<file path="config.mk">
export PLATFORM = sky130hd
export DESIGN_NAME = vga_timing_decoder_flat
export DESIGN_NICKNAME = d
export VERILOG_FILES = /design/src/rtl/vga_timing_decoder_if.sv /design/src/rtl/vga_timing_decoder.sv /design/src/flat_wrapper.sv
export SDC_FILE = /design/constraint.sdc
export NUM_CORES = 1
export LEC_CHECK = 0
export ABC_CLOCK_PERIOD_IN_PS = 2900
export BUFFER_PORTS_ARGS = -buffer_cell sky130_fd_sc_hd__buf_2
export CORE_ASPECT_RATIO = 0.75
export CORE_UTILIZATION = 59
export DETAILED_ROUTE_END_ITERATION = 10
export GPL_ROUTABILITY_DRIVEN = 0
export PLACE_DENSITY = 0.83
export SKIP_LAST_GASP = 1
export SLEW_MARGIN = 20
export SYNTH_ARGS = -nofsm -noshare
export SYNTH_HDL_FRONTEND = slang
export SYNTH_SLANG_ARGS = --single-unit
</file>
<file path="constraint.sdc">
create_clock -name Clk -period 2.9 [get_ports Clk]
set_clock_uncertainty 0.2 [all_clocks]
set_input_delay 0.145 -clock Clk [delete_from_list [all_inputs] [get_ports Clk]]
set_output_delay 0.145 -clock Clk [all_outputs]
set_load 0.05 [all_outputs]
</file>
<file path="src/rtl/vga_timing_decoder_if.sv">
// Video sync/recovery bundle between a VGA timing source and the decoder.
// master drives pixel_clk/hs/vs/blank; slave returns position, lock and errors.
interface vga_timing_decoder_if;
  logic       pixel_clk;
  logic       hs;
  logic       vs;
  logic       blank;
  logic [9:0] DrawX;
  logic [9:0] DrawY;
  logic       de;
  logic       locked;
  logic       frame_start;
  logic       sync_err;
  logic       blank_err;
  logic [7:0] err_count;

  modport master (
    output pixel_clk, hs, vs, blank,
    input  DrawX, DrawY, de, locked,
    input  frame_start, sync_err, blank_err, err_count
  );

  modport slave (
    input  pixel_clk, hs, vs, blank,
    output DrawX, DrawY, de, locked,
    output frame_start, sync_err, blank_err, err_count
  );
endinterface

</file>
<file path="src/rtl/vga_timing_decoder.sv">
// Recovers pixel position and timing lock from VGA pixel_clk/hs/vs/blank.
// Ports: Clk, Reset_n (async, active-low); vif.slave sync in, status out.
module vga_timing_decoder #(
  parameter int H_TOTAL      = 800,
  parameter int V_TOTAL      = 525,
  parameter int H_SYNC_START = 656,
  parameter int V_SYNC_START = 490,
  parameter int H_ACTIVE     = 640,
  parameter int V_ACTIVE     = 480
) (
  input  logic                 Clk,
  input  logic                 Reset_n,
  vga_timing_decoder_if.slave  vif
);

  typedef enum logic [1:0] {
    SEARCH,
    ALIGN,
    VERIFY,
    LOCKED
  } state_e;

  localparam logic [9:0]  H_LAST = 10'(H_TOTAL - 1);
  localparam logic [9:0]  V_LAST = 10'(V_TOTAL - 1);
  localparam logic [9:0]  H_SYNC = 10'(H_SYNC_START);
  localparam logic [9:0]  H_SLIP = 10'(H_SYNC_START + 1);
  localparam logic [9:0]  V_SYNC = 10'(V_SYNC_START);
  localparam logic [9:0]  H_ACT  = 10'(H_ACTIVE);
  localparam logic [9:0]  V_ACT  = 10'(V_ACTIVE);
  localparam logic [10:0] H_PER  = 11'(H_TOTAL - 1);
  localparam logic [10:0] H_TMO  = 11'(H_TOTAL + 7);
  localparam logic [9:0]  V_PER  = 10'(V_TOTAL);

  state_e      state_q, state_d;
  logic        run_q, run_d;
  logic        pclk_q, pclk_d;
  logic        hs_q, hs_d;
  logic        vs_q, vs_d;
  logic [9:0]  hcount_q, hcount_d;
  logic [9:0]  vcount_q, vcount_d;
  logic [10:0] hper_q, hper_d;
  logic [9:0]  vper_q, vper_d;
  logic        sync_p_q, sync_p_d;
  logic        blank_p_q, blank_p_d;
  logic        fs_p_q, fs_p_d;
  logic [9:0]  draw_x_q, draw_x_d;
  logic [9:0]  draw_y_q, draw_y_d;
  logic        de_q, de_d;
  logic        locked_q, locked_d;
  logic        fs_q, fs_d;
  logic        sync_err_q, sync_err_d;
  logic        blank_err_q, blank_err_d;
  logic [7:0]  err_cnt_q, err_cnt_d;

  logic        tick;
  logic        hs_fall;
  logic        vs_fall;
  logic        h_wrap;
  logic        in_active;
  logic        timeout;
  logic        verify_bad;
  logic        lock_bad;
  logic        is_locked;
  logic [8:0]  err_sum;

  // run_q holds off tick detection on the cycle reset is released
  assign tick      = run_q & ~pclk_q & vif.pixel_clk;
  assign hs_fall   = hs_q & ~vif.hs;
  assign vs_fall   = vs_q & ~vif.vs;
  assign h_wrap    = (hcount_q == H_LAST);
  assign in_active = (hcount_q < H_ACT) && (vcount_q < V_ACT);
  assign timeout   = !hs_fall && (hper_q == H_TMO);
  assign is_locked = (state_q == LOCKED);

  assign verify_bad = (hs_fall && hper_q != H_PER)
                   || (vs_fall && vper_q != V_PER)
                   || timeout;

  assign lock_bad = (hs_fall && hcount_q != H_SYNC)
                 || (vs_fall && vcount_q != V_SYNC)
                 || timeout;

  always_comb begin
    state_d   = state_q;
    run_d     = 1'b1;
    pclk_d    = vif.pixel_clk;
    hs_d      = hs_q;
    vs_d      = vs_q;
    hcount_d  = hcount_q;
    vcount_d  = vcount_q;
    hper_d    = hper_q;
    vper_d    = vper_q;
    sync_p_d  = 1'b0;
    blank_p_d = 1'b0;
    fs_p_d    = 1'b0;
    if (tick) begin
      hs_d = vif.hs;
      vs_d = vif.vs;
      hcount_d = h_wrap ? 10'd0 : hcount_q + 10'd1;
      if (h_wrap) begin
        vcount_d = (vcount_q == V_LAST) ? 10'd0
                                        : vcount_q + 10'd1;
      end
      if (hs_fall) begin
        hcount_d = H_SLIP;
      end
      if (vs_fall) begin
        vcount_d = V_SYNC;
      end
      if (hs_fall) begin
        hper_d = '0;
      end else if (hper_q != '1) begin
        hper_d = hper_q + 11'd1;
      end
      if (vs_fall) begin
        vper_d = '0;
      end else if (h_wrap && vper_q != '1) begin
        vper_d = vper_q + 10'd1;
      end
      unique case (state_q)
        SEARCH: begin
          if (vs_fall) begin
            state_d = ALIGN;
          end
        end
        ALIGN: begin
          if (hs_fall) begin
            state_d = VERIFY;
            hper_d  = '0;
            vper_d  = '0;
          end
        end
        VERIFY: begin
          if (verify_bad) begin
            state_d = SEARCH;
          end else if (vs_fall) begin
            state_d = LOCKED;
          end
        end
        LOCKED: begin
          if (lock_bad) begin
            state_d  = SEARCH;
            sync_p_d = 1'b1;
          end
          blank_p_d = (vif.blank != in_active);
          fs_p_d    = (hcount_q == 10'd0)
                   && (vcount_q == 10'd0);
        end
        default: state_d = SEARCH;
      endcase
    end
  end

  assign err_sum = {1'b0, err_cnt_q}
                 + {8'd0, sync_p_q}
                 + {8'd0, blank_p_q};

  always_comb begin
    draw_x_d    = is_locked ? hcount_q : 10'd0;
    draw_y_d    = is_locked ? vcount_q : 10'd0;
    de_d        = is_locked
               && (hcount_q < H_ACT)
               && (vcount_q < V_ACT);
    locked_d    = is_locked;
    fs_d        = fs_p_q;
    sync_err_d  = sync_p_q;
    blank_err_d = blank_p_q;
    err_cnt_d   = err_sum[8] ? 8'hFF : err_sum[7:0];
  end

  always_ff @(posedge Clk or negedge Reset_n) begin
    if (!Reset_n) begin
      state_q     <= SEARCH;
      run_q       <= 1'b0;
      pclk_q      <= 1'b0;
      hs_q        <= 1'b1;
      vs_q        <= 1'b1;
      hcount_q    <= '0;
      vcount_q    <= '0;
      hper_q      <= '0;
      vper_q      <= '0;
      sync_p_q    <= 1'b0;
      blank_p_q   <= 1'b0;
      fs_p_q      <= 1'b0;
      draw_x_q    <= '0;
      draw_y_q    <= '0;
      de_q        <= 1'b0;
      locked_q    <= 1'b0;
      fs_q        <= 1'b0;
      sync_err_q  <= 1'b0;
      blank_err_q <= 1'b0;
      err_cnt_q   <= '0;
    end else begin
      state_q     <= state_d;
      run_q       <= run_d;
      pclk_q      <= pclk_d;
      hs_q        <= hs_d;
      vs_q        <= vs_d;
      hcount_q    <= hcount_d;
      vcount_q    <= vcount_d;
      hper_q      <= hper_d;
      vper_q      <= vper_d;
      sync_p_q    <= sync_p_d;
      blank_p_q   <= blank_p_d;
      fs_p_q      <= fs_p_d;
      draw_x_q    <= draw_x_d;
      draw_y_q    <= draw_y_d;
      de_q        <= de_d;
      locked_q    <= locked_d;
      fs_q        <= fs_d;
      sync_err_q  <= sync_err_d;
      blank_err_q <= blank_err_d;
      err_cnt_q   <= err_cnt_d;
    end
  end

  assign vif.DrawX       = draw_x_q;
  assign vif.DrawY       = draw_y_q;
  assign vif.de          = de_q;
  assign vif.locked      = locked_q;
  assign vif.frame_start = fs_q;
  assign vif.sync_err    = sync_err_q;
  assign vif.blank_err   = blank_err_q;
  assign vif.err_count   = err_cnt_q;

endmodule

</file>
<file path="src/flat_wrapper.sv">
// flat-port wrapper written by rule: the top's interface ports become plain ports
module vga_timing_decoder_flat 
#(
  parameter int H_TOTAL      = 800,
  parameter int V_TOTAL      = 525,
  parameter int H_SYNC_START = 656,
  parameter int V_SYNC_START = 490,
  parameter int H_ACTIVE     = 640,
  parameter int V_ACTIVE     = 480
)
  (Clk, Reset_n, vif_pixel_clk, vif_hs, vif_vs, vif_blank, vif_DrawX, vif_DrawY, vif_de, vif_locked, vif_frame_start, vif_sync_err, vif_blank_err, vif_err_count);
  vga_timing_decoder_if vif_i ();
  input  logic Clk;
  input  logic Reset_n;
  input wire logic [$bits(vif_i.pixel_clk)-1:0] vif_pixel_clk;
  input wire logic [$bits(vif_i.hs)-1:0] vif_hs;
  input wire logic [$bits(vif_i.vs)-1:0] vif_vs;
  input wire logic [$bits(vif_i.blank)-1:0] vif_blank;
  output wire logic [$bits(vif_i.DrawX)-1:0] vif_DrawX;
  output wire logic [$bits(vif_i.DrawY)-1:0] vif_DrawY;
  output wire logic [$bits(vif_i.de)-1:0] vif_de;
  output wire logic [$bits(vif_i.locked)-1:0] vif_locked;
  output wire logic [$bits(vif_i.frame_start)-1:0] vif_frame_start;
  output wire logic [$bits(vif_i.sync_err)-1:0] vif_sync_err;
  output wire logic [$bits(vif_i.blank_err)-1:0] vif_blank_err;
  output wire logic [$bits(vif_i.err_count)-1:0] vif_err_count;
  assign vif_i.pixel_clk = vif_pixel_clk;
  assign vif_i.hs = vif_hs;
  assign vif_i.vs = vif_vs;
  assign vif_i.blank = vif_blank;
  assign vif_DrawX = vif_i.DrawX;
  assign vif_DrawY = vif_i.DrawY;
  assign vif_de = vif_i.de;
  assign vif_locked = vif_i.locked;
  assign vif_frame_start = vif_i.frame_start;
  assign vif_sync_err = vif_i.sync_err;
  assign vif_blank_err = vif_i.blank_err;
  assign vif_err_count = vif_i.err_count;
  vga_timing_decoder #(.H_TOTAL(H_TOTAL), .V_TOTAL(V_TOTAL), .H_SYNC_START(H_SYNC_START), .V_SYNC_START(V_SYNC_START), .H_ACTIVE(H_ACTIVE), .V_ACTIVE(V_ACTIVE)) u_core (.Clk(Clk), .Reset_n(Reset_n), .vif(vif_i));
endmodule
</file>
==> impl_metrics.env, run 1 <==
export IMPL_numClockSinks=83
export IMPL_hold_class="reg2reg"
export IMPL_clk_latency_ns=0.36
export IMPL_grt_pass1_wl_um=14500
export IMPL_drive_above_1_share_pct=15.6
export IMPL_dp_hpwl_um=5890
export IMPL_start_util_pct=62.1
export IMPL_cts_root_buf="clkbuf_8"
export IMPL_critPathCaptureType="register"
export IMPL_synth_warnings=0
export IMPL_io_pins=39
export IMPL_synthArstFlopShare_pct=100
export IMPL_die_area_sq_um=7090
export IMPL_rsz0062_at_grt="false"
export IMPL_synth_largest_area_cell="dfrtp_1"
export IMPL_ys_ff_latch=83
export IMPL_grt_max_degree=84
export IMPL_hold_violations=0
export IMPL_setup_tns_ns=0
export IMPL_postRouteWirelength_um=8540
export IMPL_antenna_found_initial=0
export IMPL_antenna_cells=0
export IMPL_synth_top_area_share_pct=50.9
export IMPL_path_max_fanout=18
export IMPL_synth_ff_type="dfrtp_1"
export IMPL_reg2reg_from="u_core.hcount_q[7]"
export IMPL_clock_fmax_mhz=394
export IMPL_yosys_top_cells_area="dfrtp_1 51%, nor2_1 3.9%, and3_1 3.5%, nand2_1 3.4%, ha_1 2.8%"
export IMPL_cts_tree="done"
export IMPL_clk_pin_slew_ns=0.08
export IMPL_power_density_nw_per_um2=762
export IMPL_htree_num_levels=3
export IMPL_rrSetupSlack_ns=0.36
export IMPL_peakVddDrop_mv=0.500
export IMPL_final_cell_area_sq_um=4560
export IMPL_outcome="complete, no violations"
export IMPL_yosysUniqueCellTypes=52
export IMPL_drt_iter0_drc=201
export IMPL_remaining_drc_errors=0
export IMPL_reg2reg_depth=4
export IMPL_nets=465
export IMPL_period_needed_ns=2.54
export IMPL_area_growth_synth_to_final_pct=14.4
export IMPL_total_leakage_power_nw=2.13
export IMPL_fp_dieH_um=73.2
export IMPL_synthTopCellsByCount="81 x dfrtp_1, 41 x nor2_1, 36 x nand2_1"
export IMPL_cts_buffer_depth=2
export IMPL_placement_io_buffers=38
export IMPL_timing_rr_end="u_core.vcount_q[9]"
export IMPL_postPlaceCellArea_sq_um=4260
export IMPL_yosys_cell_count_top_type="dfrtp_1"
export IMPL_die_w_um=96.9
export IMPL_syn_nets=418
export IMPL_setup_viol=0
export IMPL_first_pass_iters=4
export IMPL_synth_seq_area_share_pct=52.2
export IMPL_maxCapViolations=0
export IMPL_postRouteAntennaNets=0
export IMPL_vias_per_cell=5.91
export IMPL_setup_worst_path_class="reg2reg"
export IMPL_drv_slew=0
export IMPL_rows=25
export IMPL_cts_buffers=9
export IMPL_worst_slew_pin_slew_ns=0.731
export IMPL_synth_cells=402
export IMPL_syn_avg_cell_area_sq_um=9.91
export IMPL_grt_usage_pct=26.3
export IMPL_grt_pass1_vias=3010
export IMPL_final_period_utilization_pct=87.6
export IMPL_overflow=0
export IMPL_wl_per_cell_um=16.0
export IMPL_cp_data_arrival_time_ns=2.60
export IMPL_hp_start="u_core.fs_d"
export IMPL_max_slew_margin_rel_pct=51.3
export IMPL_hold_end="u_core.vif.frame_start"
export IMPL_holdPathStages=0
export IMPL_power_w=0.00347
export IMPL_mappedNetlistArea_sq_um=3990
export IMPL_vias=3164
export IMPL_utilization_pct=71.1
export IMPL_coreArea_sq_um=6410
export IMPL_synth_edf_count=0
export IMPL_start_kind="register"
export IMPL_required_ns=2.96
## state kept, by name, indices dropped and copies added (netlist names), 2 cells and up
| signal | flops |
|---|---|
| u_core.vif.DrawX | 10 |
| u_core.vper_q | 10 |
| u_core.vif.DrawY | 10 |
| u_core.vif.err_count | 8 |
| u_core.hper_q | 11 |
| u_core.vcount_q | 10 |
| u_core.state_q | 2 |
| u_core.hcount_q | 10 |
## logic make-up after synthesis
family	count (synthesis)	synth area share (%)
multiplexers	1	0.251
XOR/XNOR	21	4.62
adder cells (fa/ha/maj)	10	3.33
AO/OA/AOI/OAI	65	10.2
buffers and inverters	31	3.42
flip-flops	83	52.2
other	1	0.0941
AND/OR/NAND/NOR	190	25.9
## per-stage QoR
stage,worst slack (ns),instances,hold slack (ns)
after floorplan,0.547,402,-0.351
after global placement,0.485,514,0.0813
after detailed placement,0.398,514,0.0960
after CTS,0.388,535,0.168
after global routing,0.291,535,0.178
final,0.360,535,0.162
## what timing repair did
action                    CTS  global route
hold buffers                5             0
gates resized for setup     0             0
hold endpoints to repair   85             0
buffers inserted            0             0
## power breakdown
group	leakage [nW]	internal (W)	switching [W]	total, W
logic	0.948	0.000267	0.000668	0.000935
clock network	0.123	0.000593	0.000400	0.000993
registers	1.06	0.00136	0.000187	0.00155
## metal layers
| metal | wire, um | global-route usage (%) |
|---|---|---|
| met3 | 571 | 6.13 |
| met4 | 144 | 9.78 |
| met2 | 3910 | 40.9 |
| met1 | 3920 | 36.6 |
| met5 | 0 | 0 |
## final cells by class
class / instances / area [sq um]
flip-flops and latches: 83 / 2080
well taps: 81 / 101
fillers: 488 / 1850
multi-input cells: 288 / 1770
repair buffers: 51 / 307
clock inverters: 5 / 100
inverters: 16 / 60.1
clock buffers: 11 / 141
## worst max path at each step
| stage | startpoint | to | slack [ns] | cells after the start |
|---|---|---|---|---|
| after floorplan | u_core.hcount_q[7] | u_core.vper_q[7] | 0.55 | 7 |
| after global placement | u_core.hcount_q[7] | u_core.vcount_q[9] | 0.48 | 4 |
| after detailed placement | u_core.hcount_q[7] | u_core.vcount_q[9] | 0.40 | 4 |
| after CTS | u_core.hcount_q[7] | u_core.vcount_q[9] | 0.39 | 4 |
| after global routing | u_core.hcount_q[7] | u_core.vcount_q[4] | 0.29 | 5 |
| final | u_core.hcount_q[7] | u_core.vcount_q[9] | 0.36 | 4 |
## worst max-delay path, stage by stage, from the launching register on
cell and delay, ns:
dfrtp_1 0.45, or3b_1 0.43, or4_4 0.64, or3_4 0.44
o311ai_2 0.27
## placed cells by master, fill, tap and decap left out, types with 15 or more instances in the layout
| cell | instances |
|---|---|
| nor2_1 | 41 |
| dfrtp_1 | 81 |
| nand2_1 | 36 |
| inv_1 | 16 |
| and3_1 | 22 |
| nand3_1 | 18 |
| nor3_1 | 15 |
| a21oi_1 | 19 |
| o21ai_0 | 22 |
| buf_2 | 37 |
(Power assumes the default switching activity.)
==> run 2, diff against run 1 <==
CORE_UTILIZATION = 30   (was 59)
PLACE_DENSITY = 0.49   (was 0.83)
==> run 2 against run 1 <==
Compared with the run above:
- wire length grew 4.9%
- non-clock buffer count grew 3
- sequential share of layout area shrank 1.7 points
- largest power group unchanged
==> impl_metrics.env, run 2 (synthesis gave the netlist of run 1 again) <==
export IMPL_setup_worst_path_class="reg2reg"
export IMPL_grt_max_degree=84
export IMPL_vias=3125
export IMPL_ctsHoldBuffers=5
export IMPL_antenna_cells=0
export IMPL_hold_end="u_core.vif.frame_start"
export IMPL_fp_dieH_um=102
export IMPL_drive_above_1_share_pct=16.2
export IMPL_cts_buffer_depth=2
export IMPL_die_area_sq_um=13800
export IMPL_max_slew_margin_rel_pct=48.5
export IMPL_postRouteAntennaNets=0
export IMPL_clock_fmax_mhz=396
export IMPL_final_cells=628
export IMPL_timing_rr_end="u_core.vcount_q[9]"
export IMPL_path_max_fanout=18
export IMPL_htree_num_levels=3
export IMPL_nets=468
export IMPL_final_common_cell="dfrtp_1"
export IMPL_largest_register_ffs=11
export IMPL_seqCellArea_sq_um=2080
export IMPL_cts_setup_buffers=0
export IMPL_final_cell_area_sq_um=4730
export IMPL_peakVddDrop_mv=0.490
export IMPL_power_density_nw_per_um2=750
export IMPL_postPlaceCellArea_sq_um=4400
export IMPL_first_pass_iters=5
export IMPL_overflow=0
export IMPL_clk_latency_ns=0.34
export IMPL_hold_violations=0
export IMPL_grt_pass1_vias=2923
export IMPL_grt_usage_pct=14.2
export IMPL_wl_per_cell_um=14.3
export IMPL_multi_input_area_sq_um=1770
export IMPL_required_ns=2.95
export IMPL_ctsResizeCount=0
export IMPL_hold_ws_ns=0.167
export IMPL_outcome="complete, no violations"
export IMPL_largest_register="u_core.hper_q"
export IMPL_grt_pass1_wl_um=14900
export IMPL_area_growth_synth_to_final_pct=18.7
export IMPL_start_util_pct=30.7
export IMPL_holdPathStages=0
export IMPL_drt_iter0_drc=169
export IMPL_coreArea_sq_um=13000
export IMPL_nFillCells=1334
export IMPL_vias_per_cell=4.98
export IMPL_cts_tree="done"
export IMPL_hp_start="u_core.fs_d"
export IMPL_critPathCaptureType="register"
export IMPL_period_needed_ns=2.53
export IMPL_postRouteWirelength_um=8960
export IMPL_antenna_found_initial=0
export IMPL_remaining_drc_errors=0
export IMPL_maxCapViolations=0
export IMPL_start_kind="register"
export IMPL_setup_tns_ns=0
export IMPL_final_cell_mix="81 x dfrtp_1, 41 x nor2_1, 37 x buf_2"
export IMPL_clk_pin_slew_ns=0.07
export IMPL_drv_slew=0
export IMPL_power_w=0.00354
export IMPL_reg2reg_from="u_core.hcount_q[7]"
export IMPL_setup_viol=0
export IMPL_post_place_cells=607
export IMPL_io_pins=39
export IMPL_cp_data_arrival_time_ns=2.57
export IMPL_numClockSinks=83
export IMPL_final_period_utilization_pct=87.1
export IMPL_cts_root_buf="clkbuf_16"
export IMPL_rsz0062_at_grt="false"
export IMPL_worst_slew_pin_slew_ns=0.772
export IMPL_total_leakage_power_nw=2.15
export IMPL_placement_io_buffers=38
export IMPL_cts_buffers=9
export IMPL_die_w_um=135
export IMPL_hold_class="reg2reg"
export IMPL_reg2reg_depth=4
export IMPL_dp_hpwl_um=6050
export IMPL_rrSetupSlack_ns=0.37
export IMPL_rows=36
## run 2: per-stage QoR
step / utilization [%] / worst slack, ns
after floorplan: - / 0.547
after global placement: 33.9 / 0.448
after detailed placement: 33.9 / 0.408
after CTS: 36.4 / 0.385
after global routing: 36.5 / 0.291
final: 36.5 / 0.375
## run 2: per-layer routing
layer,routed length [um],GRT usage (%)
met5,0,0
met4,110,4.93
met3,540,3.62
met2,3840,21.3
met1,4470,19.8
## run 2: worst max-delay path, cell delays in order (launching register included)
cell	delay, ns
dfrtp_1	0.45
or3b_1	0.44
or4_4	0.64
or3_4	0.44
o311ai_2	0.26
## run 2: worst max path at each step
stage | startpoint | cells after the start | to | slack (ns)
detailed placement | u_core.hcount_q[7] | 4 | u_core.vcount_q[9] | 0.41
global route | u_core.hcount_q[7] | 5 | u_core.vper_q[4] | 0.29
floorplan | u_core.hcount_q[7] | 7 | u_core.vper_q[7] | 0.55
finish | u_core.hcount_q[7] | 4 | u_core.vcount_q[9] | 0.37
CTS | u_core.hcount_q[7] | 4 | u_core.vcount_q[9] | 0.38
global placement | u_core.hcount_q[7] | 4 | u_core.vcount_q[9] | 0.45
## run 2: where the power goes
part / switching [W] / internal [W]
registers: 0.000184 / 0.00136
clock network: 0.000491 / 0.000588
logic: 0.000655 / 0.000267
## run 2: cell type report
cell class | count | share of cell area, %
Clock inverter | 6 | 1.03
Sequential cell | 83 | 44.0
Timing Repair Buffer | 54 | 6.96
Multi-Input combinational cell | 288 | 37.4
Tap cell | 171 | 4.52
Inverter | 16 | 1.27
Clock buffer | 10 | 4.84
==> run 3, diff against run 2 <==
ABC_AREA = 1   (was not set)
==> run 3 against run 2 <==
Compared with the run above:
- non-clock buffer count shrank 7
- largest power group unchanged
- fmax is 14% higher
- die area increased by 2.8%
- wire length is 5.2% higher
- clock power hardly changed
- count of clock-buffer cells in the layout down 1
- worst setup slack better by 0.32 ns
- synthesized area up 2.9%
==> impl_metrics.env, run 3 <==
export IMPL_outcome="complete, no violations"
export IMPL_rsz0062_at_grt="false"
export IMPL_first_pass_iters=4
export IMPL_die_area_sq_um=14100
export IMPL_path_cells="ha_1, nand2_2, nor2_4, nand3_2, a21oi_2, inv_1, o21ai_1, nand2_1, nor2_1"
export IMPL_synth_cells=497
export IMPL_largest_register_ffs=11
export IMPL_reg2reg_from="u_core.hcount_q[0]"
export IMPL_intPower_w=0.00226
export IMPL_synth_warnings=0
export IMPL_max_stage_delay_ns=0.45
export IMPL_vias=3379
export IMPL_total_leakage_power_nw=2.53
export IMPL_setup_viol=0
export IMPL_cts_buffer_depth=2
export IMPL_synth_top_area_share_pct=49.5
export IMPL_setup_tns_ns=0
export IMPL_yosysUniqueCellTypes=38
export IMPL_clk_pin_slew_ns=0.07
export IMPL_cts_setup_buffers=0
export IMPL_mappedNetlistArea_sq_um=4100
export IMPL_required_ns=2.98
export IMPL_die_w_um=137
export IMPL_remaining_drc_errors=0
export IMPL_synth_seq_area_share_pct=50.7
export IMPL_drive_above_1_share_pct=14.3
export IMPL_vias_per_cell=4.66
export IMPL_final_common_cell="nand2_1"
export IMPL_cts_tree="done"
export IMPL_clock_power_share_pct=30.1
export IMPL_numClockSinks=83
export IMPL_hold_class="in2async"
export IMPL_peakVddDrop_mv=0.326
export IMPL_syn_nets=513
export IMPL_period_needed_ns=2.21
export IMPL_htree_num_levels=3
export IMPL_final_cell_area_sq_um=4860
export IMPL_reg2reg_depth=9
export IMPL_postPlaceCellArea_sq_um=4520
export IMPL_critPathCaptureType="register"
export IMPL_hold_violations=0
export IMPL_crit_end="u_core.vcount_q[9]"
export IMPL_yosys_cell_count_top_type="nand2_1"
export IMPL_yosys_top_cells_area="dfrtp_1 49%, nand2_1 9.2%, inv_1 6.6%, nor2_1 6.0%, nand3_1 4.3%"
export IMPL_startpoint="u_core.hcount_q[0]"
export IMPL_maxCapViolations=0
export IMPL_wl_per_cell_um=13.0
export IMPL_timing_rr_end="u_core.vcount_q[9]"
export IMPL_p_seq_share_pct=43.7
export IMPL_grt_pass1_wl_um=16100
export IMPL_p_sw_share_pct=37.7
export IMPL_cp_data_arrival_time_ns=2.28
export IMPL_setup_worst_path_class="reg2reg"
export IMPL_start_kind="register"
export IMPL_drt_iter0_drc=200
export IMPL_antenna_found_initial=0
export IMPL_nets=565
export IMPL_clock_fmax_mhz=453
export IMPL_hold_ws_ns=0.102
export IMPL_coreArea_sq_um=13200
export IMPL_rows=36
export IMPL_path_max_fanout=12
export IMPL_rrSetupSlack_ns=0.69
export IMPL_grt_usage_pct=15.0
export IMPL_start_util_pct=31.2
export IMPL_cts_buffers=9
export IMPL_drv_slew=0
export IMPL_clk_latency_ns=0.34
export IMPL_area_growth_synth_to_final_pct=18.5
export IMPL_io_pins=39
export IMPL_fp_dieH_um=103
export IMPL_synth_ff_type="dfrtp_1"
export IMPL_postRouteWirelength_um=9430
export IMPL_synthTopCellsByCount="100 x nand2_1, 81 x dfrtp_1, 72 x inv_1"
export IMPL_final_cell_mix="100 x nand2_1, 81 x dfrtp_1, 72 x inv_1"
export IMPL_synth_edf_count=0
export IMPL_overflow=0
export IMPL_dp_hpwl_um=6950
export IMPL_power_switching_w=0.00137
export IMPL_critPathSlowestCell="a21oi_2"
export IMPL_synth_largest_area_cell="dfrtp_1"
export IMPL_largest_register="u_core.hper_q"
export IMPL_placement_io_buffers=38
export IMPL_postRouteAntennaNets=0
export IMPL_ys_ff_latch=83
export IMPL_grt_pass1_vias=3237
export IMPL_grt_max_degree=47
export IMPL_cts_root_buf="clkbuf_16"
export IMPL_antenna_cells=0
export IMPL_nFillCells=1382
export IMPL_final_period_utilization_pct=76.2
export IMPL_syn_avg_cell_area_sq_um=8.25
export IMPL_power_frac_comb_pct=26.1
export IMPL_power_density_nw_per_um2=748
export IMPL_synthArstFlopShare_pct=100
==> run 3: cell count changes after synthesis, moves of 9 or more <==
cell and change:
and3_1 -22, clkbuf_1 -9, inv_1 +56, nand2_1 +64
nand3_1 +17, nor2_1 +25, o21ai_0 +13, xnor2_1 -12
==> run 3: worst min-delay path by stage <==
stage / startpoint / endpoint / slack, ns / cells after the start
global placement: Reset_n / u_core.vif.err_count[4] / -0.06 / 1
floorplan: Reset_n / u_core.blank_err_d / -0.35 / 0
CTS: Reset_n / u_core.vif.blank_err / 0.12 / 2
detailed placement: Reset_n / u_core.vif.blank_err / -0.05 / 1
global route: Reset_n / u_core.vif.err_count[4] / 0.16 / 2
finish: Reset_n / u_core.vif.err_count[4] / 0.10 / 2
==> run 3: area by class of cell <==
type                            instances  area, sq um  area share [%]
Sequential cell                        83         2080            42.8
Timing Repair Buffer                   47          285            5.87
Inverter                               75          287            5.90
Clock inverter                          7         58.8            1.21
Clock buffer                            9          225            4.64
Tap cell                              171          214            4.41
Multi-Input combinational cell        333         1710            35.1
==> run 3: cells by family (layout without fill, tap and decap cells) <==
group                    after synthesis  count (layout)  synth area share, %
buffers and inverters                 81             138                 7.69
AO/OA/AOI/OAI                         70              70                 9.40
XOR/XNOR                              11              11                 2.35
adder cells (fa/ha/maj)               10              10                 3.24
flip-flops                            83              83                 50.7
AND/OR/NAND/NOR                      241             241                 26.5
other                                  1               1               0.0915
==> run 3: critical path: cells and delay by family (launching register included) <==
kind / cells / cell delay, ns
AO/OA/AOI/OAI: 2 / 0.60
AND/OR/NAND/NOR: 5 / 0.56
flip-flops: 1 / 0.40
adder cells (fa/ha/maj): 1 / 0.20
buffers and inverters: 1 / 0.17
==> run 3: metrics by stage <==
step	setup WS (ns)	total power, W	cells	util [%]
global placement	0.781	0.00256	704	34.4
detailed placement	0.727	0.00255	704	34.4
global route	0.512	0.00390	725	36.9
finish	0.692	0.00363	725	36.9
floorplan	0.711	0.00228	497	-
CTS	0.706	0.00368	725	36.9
==> run 3: what timing repair did <==
item	in CTS	in global routing
hold endpoints to repair	41	0
resized for setup	0	0
hold buffers	5	0
==> run 3: power by group through the flow <==
| stage | clock network (W) | logic [W] | registers [W] |
|---|---|---|---|
| final | 0.00109 | 0.000949 | 0.00159 |
| after global routing | 0.00119 | 0.00108 | 0.00163 |
| after global placement | 0 | 0.000955 | 0.00160 |
| after floorplan | 0 | 0.000586 | 0.00170 |
| after detailed placement | 0 | 0.000946 | 0.00161 |
| after CTS | 0.00113 | 0.000956 | 0.00159 |
==> run 3: per-layer routing <==
metal,track usage (%),routed length [um]
met5,0,0
met4,6.34,157
met3,3.56,451
met2,20.6,3670
met1,22.3,5150
